`src/rtl/e4m3_pkg.sv`:
```
// Shared FP8 E4M3 types, field widths and special encodings, plus the
// state encoding of the shared-adder arbiter.
package e4m3_pkg;

    typedef logic [7:0] e4m3_t;

    localparam int    EXP_W    = 4;
    localparam int    MAN_W    = 3;
    localparam int    BIAS     = 7;
    localparam e4m3_t E4M3_NAN = 8'h7F;
    localparam e4m3_t E4M3_MAX = 8'h7E;  // +448, largest finite magnitude

    typedef enum logic [1:0] {
        IDLE,
        COMPUTE,
        RESP
    } arb_state_e;

endpackage

```
`src/rtl/e4m3_adder_arbiter_if.sv`:
```
// Requester/response bus of the shared E4M3 adder. The master modport is the
// client side; the slave modport is the arbiter side.
interface e4m3_adder_arbiter_if import e4m3_pkg::*; #(
    parameter int NUM_REQ = 4
);
    localparam int ID_W = $clog2(NUM_REQ);

    logic [NUM_REQ-1:0]   req_valid;
    logic [NUM_REQ*8-1:0] req_a;
    logic [NUM_REQ*8-1:0] req_b;
    logic [NUM_REQ-1:0]   req_ready;
    logic                 resp_valid;
    logic                 resp_ready;
    e4m3_t                resp_data;
    logic [ID_W-1:0]      resp_id;

    modport master (
        output req_valid, req_a, req_b, resp_ready,
        input  req_ready, resp_valid, resp_data, resp_id
    );

    modport slave (
        input  req_valid, req_a, req_b, resp_ready,
        output req_ready, resp_valid, resp_data, resp_id
    );

endinterface

```
`src/rtl/float_adder_e4m3.sv`:
```
// Combinational E4M3 adder: exact fixed-point sum in units of 2^-9, then
// round-to-nearest-even. Overflow saturates to +/-448; NaN in gives NaN out.
module float_adder_e4m3 import e4m3_pkg::*; (
    input  e4m3_t a,
    input  e4m3_t b,
    output e4m3_t sum
);
    localparam int MW = 20;

    function automatic logic [MW-1:0] to_fixed(input e4m3_t x);
        logic [EXP_W-1:0] e;
        logic [MAN_W:0]   m;
        e = x[MAN_W +: EXP_W];
        m = {|e, x[MAN_W-1:0]};
        return {{(MW-MAN_W-1){1'b0}}, m} << ((e == '0) ? EXP_W'(0) : e - EXP_W'(1));
    endfunction

    logic [MW-1:0] fa, fb, mag, norm;
    logic          sign, up, a_nan, b_nan;
    logic [4:0]    p;
    logic [5:0]    e;
    logic [3:0]    m;

    always_comb begin
        fa    = to_fixed(a);
        fb    = to_fixed(b);
        a_nan = &a[6:0];
        b_nan = &b[6:0];
        if (a[7] == b[7]) begin
            mag  = fa + fb;
            sign = a[7];
        end else if (fa >= fb) begin
            mag  = fa - fb;
            sign = a[7];
        end else begin
            mag  = fb - fa;
            sign = b[7];
        end
        // exact cancellation yields +0
        if (a[7] != b[7] && mag == '0) sign = 1'b0;

        p = '0;
        for (int i = 0; i < MW; i++) if (mag[i]) p = 5'(i);
        norm = mag << (5'd19 - p);
        up   = norm[15] & ((|norm[14:0]) | norm[16]);
        m    = {1'b0, norm[18:16]} + {3'b000, up};
        e    = {1'b0, p} - 6'd2 + {5'b00000, m[3]};

        if (a_nan || b_nan)                          sum = E4M3_NAN;
        else if (mag < MW'(16))                      sum = {sign, mag[6:0]};
        else if (e > 6'd15 || (e == 6'd15 && m[2:0] == 3'b111))
                                                     sum = {sign, E4M3_MAX[6:0]};
        else                                         sum = {sign, e[3:0], m[2:0]};
    end

endmodule

```
`src/rtl/rr_arbiter.sv`:
```
// Round-robin pick: first set request at or after ptr_i, wrapping modulo N.
module rr_arbiter #(
    parameter  int N  = 4,
    localparam int IW = $clog2(N)
) (
    input  logic [N-1:0]  req_i,
    input  logic [IW-1:0] ptr_i,
    output logic [N-1:0]  gnt_o,
    output logic [IW-1:0] idx_o,
    output logic          any_o
);
    int k;

    always_comb begin
        gnt_o = '0;
        idx_o = '0;
        any_o = 1'b0;
        k     = 0;
        for (int i = 0; i < N; i++) begin
            k = int'(ptr_i) + i;
            if (k >= N) k = k - N;
            if (!any_o && req_i[IW'(k)]) begin
                any_o           = 1'b1;
                gnt_o[IW'(k)]   = 1'b1;
                idx_o           = IW'(k);
            end
        end
    end

endmodule

```
`src/rtl/e4m3_adder_arbiter.sv`:
```
// Shares one E4M3 adder between NUM_REQ requesters: round-robin grant,
// registered operands, registered sum, one tagged response channel.
module e4m3_adder_arbiter import e4m3_pkg::*; #(
    parameter  int NUM_REQ = 4,
    localparam int ID_W    = $clog2(NUM_REQ)
) (
    input  logic                  clk,
    input  logic                  rst_n,
    e4m3_adder_arbiter_if.slave   bus,
    output logic                  busy,
    output logic [15:0]           op_count
);
    arb_state_e         state_q, state_d;
    logic [ID_W-1:0]    rr_ptr_q, rr_ptr_d, id_q, resp_id_q;
    e4m3_t              op_a_q, op_b_q, resp_data_q, sum;
    logic [15:0]        op_count_q;
    logic [NUM_REQ-1:0] arb_gnt;
    logic [ID_W-1:0]    arb_idx;
    logic               arb_any, may_issue, fire, resp_fire;

    rr_arbiter #(.N(NUM_REQ)) u_arb (
        .req_i (bus.req_valid),
        .ptr_i (rr_ptr_q),
        .gnt_o (arb_gnt),
        .idx_o (arb_idx),
        .any_o (arb_any)
    );

    float_adder_e4m3 u_add (
        .a   (op_a_q),
        .b   (op_b_q),
        .sum (sum)
    );

    // rst_n gates issue so no grant is offered while reset is held
    assign resp_fire = (state_q == RESP) && bus.resp_ready;
    assign may_issue = rst_n && ((state_q == IDLE) || resp_fire);
    assign fire      = may_issue && arb_any;
    assign rr_ptr_d  = (int'(arb_idx) == NUM_REQ - 1) ? '0 : arb_idx + 1'b1;

    assign bus.req_ready  = fire ? arb_gnt : '0;
    assign bus.resp_valid = (state_q == RESP);
    assign bus.resp_data  = resp_data_q;
    assign bus.resp_id    = resp_id_q;
    assign busy           = (state_q != IDLE);
    assign op_count       = op_count_q;

    always_comb begin
        state_d = state_q;
        case (state_q)
            IDLE:    if (fire) state_d = COMPUTE;
            COMPUTE: state_d = RESP;
            RESP:    if (resp_fire) state_d = fire ? COMPUTE : IDLE;
            default: state_d = IDLE;
        endcase
    end

    always_ff @(posedge clk or negedge rst_n) begin
        if (!rst_n) begin
            state_q     <= IDLE;
            rr_ptr_q    <= '0;
            id_q        <= '0;
            op_a_q      <= '0;
            op_b_q      <= '0;
            resp_data_q <= '0;
            resp_id_q   <= '0;
            op_count_q  <= '0;
        end else begin
            state_q <= state_d;
            if (fire) begin
                op_a_q   <= bus.req_a[{arb_idx, 3'b000} +: 8];
                op_b_q   <= bus.req_b[{arb_idx, 3'b000} +: 8];
                id_q     <= arb_idx;
                rr_ptr_q <= rr_ptr_d;
            end
            if (state_q == COMPUTE) begin
                resp_data_q <= sum;
                resp_id_q   <= id_q;
            end
            if (resp_fire) op_count_q <= op_count_q + 16'd1;
        end
    end

endmodule

```
`src/flat_wrapper.sv`:
```
// flat-port wrapper written by rule: the top's interface ports become plain ports
module e4m3_adder_arbiter_flat import e4m3_pkg::*;
#(
    parameter  int NUM_REQ = 4,
    localparam int ID_W    = $clog2(NUM_REQ)
)
  (clk, rst_n, busy, op_count, bus_req_valid, bus_req_a, bus_req_b, bus_resp_ready, bus_req_ready, bus_resp_valid, bus_resp_data, bus_resp_id);
  e4m3_adder_arbiter_if #(.NUM_REQ(NUM_REQ)) bus_i ();
  input  logic clk;
  input  logic rst_n;
  output logic busy;
  output logic [15:0] op_count;
  input wire logic [$bits(bus_i.req_valid)-1:0] bus_req_valid;
  input wire logic [$bits(bus_i.req_a)-1:0] bus_req_a;
  input wire logic [$bits(bus_i.req_b)-1:0] bus_req_b;
  input wire logic [$bits(bus_i.resp_ready)-1:0] bus_resp_ready;
  output wire logic [$bits(bus_i.req_ready)-1:0] bus_req_ready;
  output wire logic [$bits(bus_i.resp_valid)-1:0] bus_resp_valid;
  output wire logic [$bits(bus_i.resp_data)-1:0] bus_resp_data;
  output wire logic [$bits(bus_i.resp_id)-1:0] bus_resp_id;
  assign bus_i.req_valid = bus_req_valid;
  assign bus_i.req_a = bus_req_a;
  assign bus_i.req_b = bus_req_b;
  assign bus_i.resp_ready = bus_resp_ready;
  assign bus_req_ready = bus_i.req_ready;
  assign bus_resp_valid = bus_i.resp_valid;
  assign bus_resp_data = bus_i.resp_data;
  assign bus_resp_id = bus_i.resp_id;
  e4m3_adder_arbiter #(.NUM_REQ(NUM_REQ)) u_core (.clk(clk), .rst_n(rst_n), .bus(bus_i), .busy(busy), .op_count(op_count));
endmodule
```
`config.mk`:
```
export PLATFORM = sky130hd
export DESIGN_NAME = e4m3_adder_arbiter_flat
export DESIGN_NICKNAME = d
export VERILOG_FILES = /design/src/rtl/e4m3_pkg.sv /design/src/rtl/e4m3_adder_arbiter_if.sv /design/src/rtl/float_adder_e4m3.sv /design/src/rtl/rr_arbiter.sv /design/src/rtl/e4m3_adder_arbiter.sv /design/src/flat_wrapper.sv
export SDC_FILE = /design/constraint.sdc
export NUM_CORES = 1
export LEC_CHECK = 0
export CORE_AREA = 2 2 142 144
export DETAILED_ROUTE_END_ITERATION = 12
export DIE_AREA = 0 0 144 146
export PLACE_DENSITY = 0.66
export SETUP_SLACK_MARGIN = 0.3
export SLEW_MARGIN = 10
export SYNTH_ARGS = -nofsm -noshare
export SYNTH_HDL_FRONTEND = slang
export SYNTH_SLANG_ARGS = --single-unit
```
`constraint.sdc`:
```
create_clock -name clk -period 27.2 [get_ports clk]
set_input_delay 8.16 -clock clk [delete_from_list [all_inputs] [get_ports clk]]
set_output_delay 8.16 -clock clk [all_outputs]
set_load 0.005 [all_outputs]
```
==> flow_metrics.env <==
export IMPL_overflow=0
export IMPL_worst_slew_margin_rel_pct=41.7
export IMPL_syn_num_nets=1350
export IMPL_drtPass1Iterations=5
export IMPL_initial_core_util_pct=44.5
export IMPL_clk_pin_slew_ns=0.06
export IMPL_status="complete, no violations"
export IMPL_track_usage_pct=25.8
export IMPL_numCtsBuffers=5
export IMPL_timing_critical_path_mode_cell="clkdlybuf4s50_1"
export IMPL_insertedDiodeCount=0
export IMPL_insertion_delay_ns=0.29
export IMPL_synthFlopType="dfrtp_1"
export IMPL_synth_cells=1202
export IMPL_drt_iter0_markers=737
export IMPL_hold_violations=0
export IMPL_vias=9089
export IMPL_cap_violations=0
export IMPL_slew_viol_final=0
export IMPL_drive_gt1_share_pct=6.69
export IMPL_drtAntennaViolNets=0
export IMPL_ioPinCount=103
export IMPL_synth_edf_count=0
export IMPL_cts_hold_buf=0
export IMPL_fill_cells=1943
export IMPL_wl_um=27000
export IMPL_fp_dieW_um=144
export IMPL_cp_num_buf_inv=2
export IMPL_tightest_slew_ns=0.869
export IMPL_ys_seq_elements=48
export IMPL_cp_top_family="buffers and inverters"
export IMPL_grt_pass1_wl_um=44400
export IMPL_core_area_mm2=0.0193
export IMPL_cts_sinks=48
export IMPL_cp_end_kind="output pin"
export IMPL_ys_async_sr_fraction_pct=100
export IMPL_fin_setup_tns_ns=0
export IMPL_place_congestion=0.944
export IMPL_die_h_um=146
export IMPL_worstPathRequired_ns=19.04
export IMPL_path_cells="clkdlybuf4s50_1, mux2i_1, nand2_1, o21ai_1, a21oi_1, a22o_1, a221oi_1, nor2_1, clkdlybuf4s50_1"
export IMPL_rsz0062_at_grt="false"
export IMPL_finalSetupViolCount=0
export IMPL_avgSynthCellArea_um2=7.16
export IMPL_h_tree_depth=2
export IMPL_viasPerCell=5.98
export IMPL_cts_resized=0
export IMPL_max_stage_delay_ns=0.57
export IMPL_fmax_mhz=52.8
export IMPL_yosysSeqAreaShare_pct=14.0
export IMPL_slowest_stage="mux2i_1"
export IMPL_critPathKind="primary input to output pin"
export IMPL_cts_tree="done"
export IMPL_rows=51
export IMPL_syn_area_mm2=0.00860
export IMPL_startpoint_type="primary input"
export IMPL_period_needed_ns=18.92
export IMPL_syn_to_final_growth_pct=15.6
export IMPL_yosys_warnings=0
export IMPL_finClkSkew_ns=0.00434
export IMPL_grt_max_degree=50
export IMPL_post_cts_setup_buffers=0
export IMPL_dp_hpwl_um=21000
export IMPL_netlist_cell_type_count=94
export IMPL_cp_max_fo=9
export IMPL_nets=1403
export IMPL_clock_root_buffer="clkbuf_16"
export IMPL_cp_data_arrival_time_ns=10.76
export IMPL_cts_path_max_buffers=2
export IMPL_drc=0
export IMPL_wl_per_cell_um=17.7
export IMPL_fin_crit_sh_pct=69.6
export IMPL_first_global_vias=8468
export IMPL_antenna_found_initial=0
export IMPL_utilization_pct=51.5
export IMPL_hp_class="flip-flop to flip-flop"
export IMPL_design_die_area_mm2=0.0210
export IMPL_port_buffers=102
## flip-flops by register name, summed over array words and instances (netlist names), named ones only
name	flops
u_core.op_count	16
u_core.bus.resp_data	8
u_core.op_a_q	8
u_core.op_b_q	8
u_core.bus.resp_id	2
u_core.id_q	2
u_core.state_q	2
u_core.rr_ptr_q	1
## layer usage
metal	vias to the layer above	global-route usage, %	wire, µm
li1	4497	-	-
met1	4193	37.8	12600
met2	333	38.7	11800
met3	66	2.53	1500
met4	0	10.1	1080
met5	-	0	0
## logic make-up after synthesis
logic type,Yosys count,share of synthesized area [%]
simple gates,476,26.7
mux,75,9.23
flops,48,14.0
xor+xnor,37,3.94
compound gates,350,28.2
fa+ha+maj,77,11.5
buf+inv,139,6.49
## layout make-up
type                            count  area [µm²]  share of cell area [%]
Tap cell                          265         332                    3.33
Timing Repair Buffer              113        1100                    11.0
Multi-Input combinational cell   1015        6880                    69.1
Inverter                           72         270                    2.72
Clock inverter                      3        46.3                   0.465
Clock buffer                        5         125                    1.26
Sequential cell                    48        1200                    12.1
## cells in the mapped netlist (all sizes together), types with 25 or more instances
cell | number | area (µm²)
mux2i | 43 | 430
clkbuf | 49 | 184
a21oi | 61 | 309
nor3 | 38 | 195
nand2 | 143 | 542
mux2 | 32 | 364
nand3 | 37 | 185
nor2 | 120 | 450
ha | 74 | 926
and3 | 26 | 163
dfrtp | 48 | 1200
o21ai | 75 | 383
inv | 71 | 267
o211ai | 25 | 188
## cells in the final DEF (no fill, tap or decap), drive strengths merged, types with 25 or more instances in the layout
cell type / n
nand3: 37
mux2i: 43
nand2: 143
and3: 26
mux2: 32
a21oi: 61
nor2: 120
clkdlybuf4s50: 101
ha: 74
o21ai: 75
o211ai: 25
dfrtp: 48
inv: 72
nor3: 38
## per-stage QoR
stage / hold slack, ns / setup slack [ns] / instances / area, µm²
after global routing: 0.513 / 8.05 / 1521 / 9950
final: 0.479 / 8.28 / 1521 / 9950
after CTS: 0.483 / 8.30 / 1521 / 9950
after floorplan: 0.444 / 9.67 / 1202 / 8600
after global placement: 0.465 / 8.32 / 1513 / 9780
after detailed placement: 0.474 / 8.33 / 1513 / 9780
## final timing paths
check                               startpoint                 endpoint  slack, ns  cells past startpoint
setup / recovery              bus_req_valid[2]         bus_req_ready[3]       8.28                      9
hold / removal             u_core.op_count[15]      u_core.op_count[15]       0.48                      1
max in group asynchronous                rst_n  u_core.bus.resp_data[7]      18.84                      2
min in group asynchronous                rst_n         u_core.op_b_q[2]       7.94                      2
setup reg to reg              u_core.op_a_q[3]  u_core.bus.resp_data[1]      16.40                     32
hold reg to reg            u_core.op_count[15]      u_core.op_count[15]       0.48                      1
Power is not shown: default switching activity piles up to over one toggle a cycle in this logic, so the estimate is an artifact.
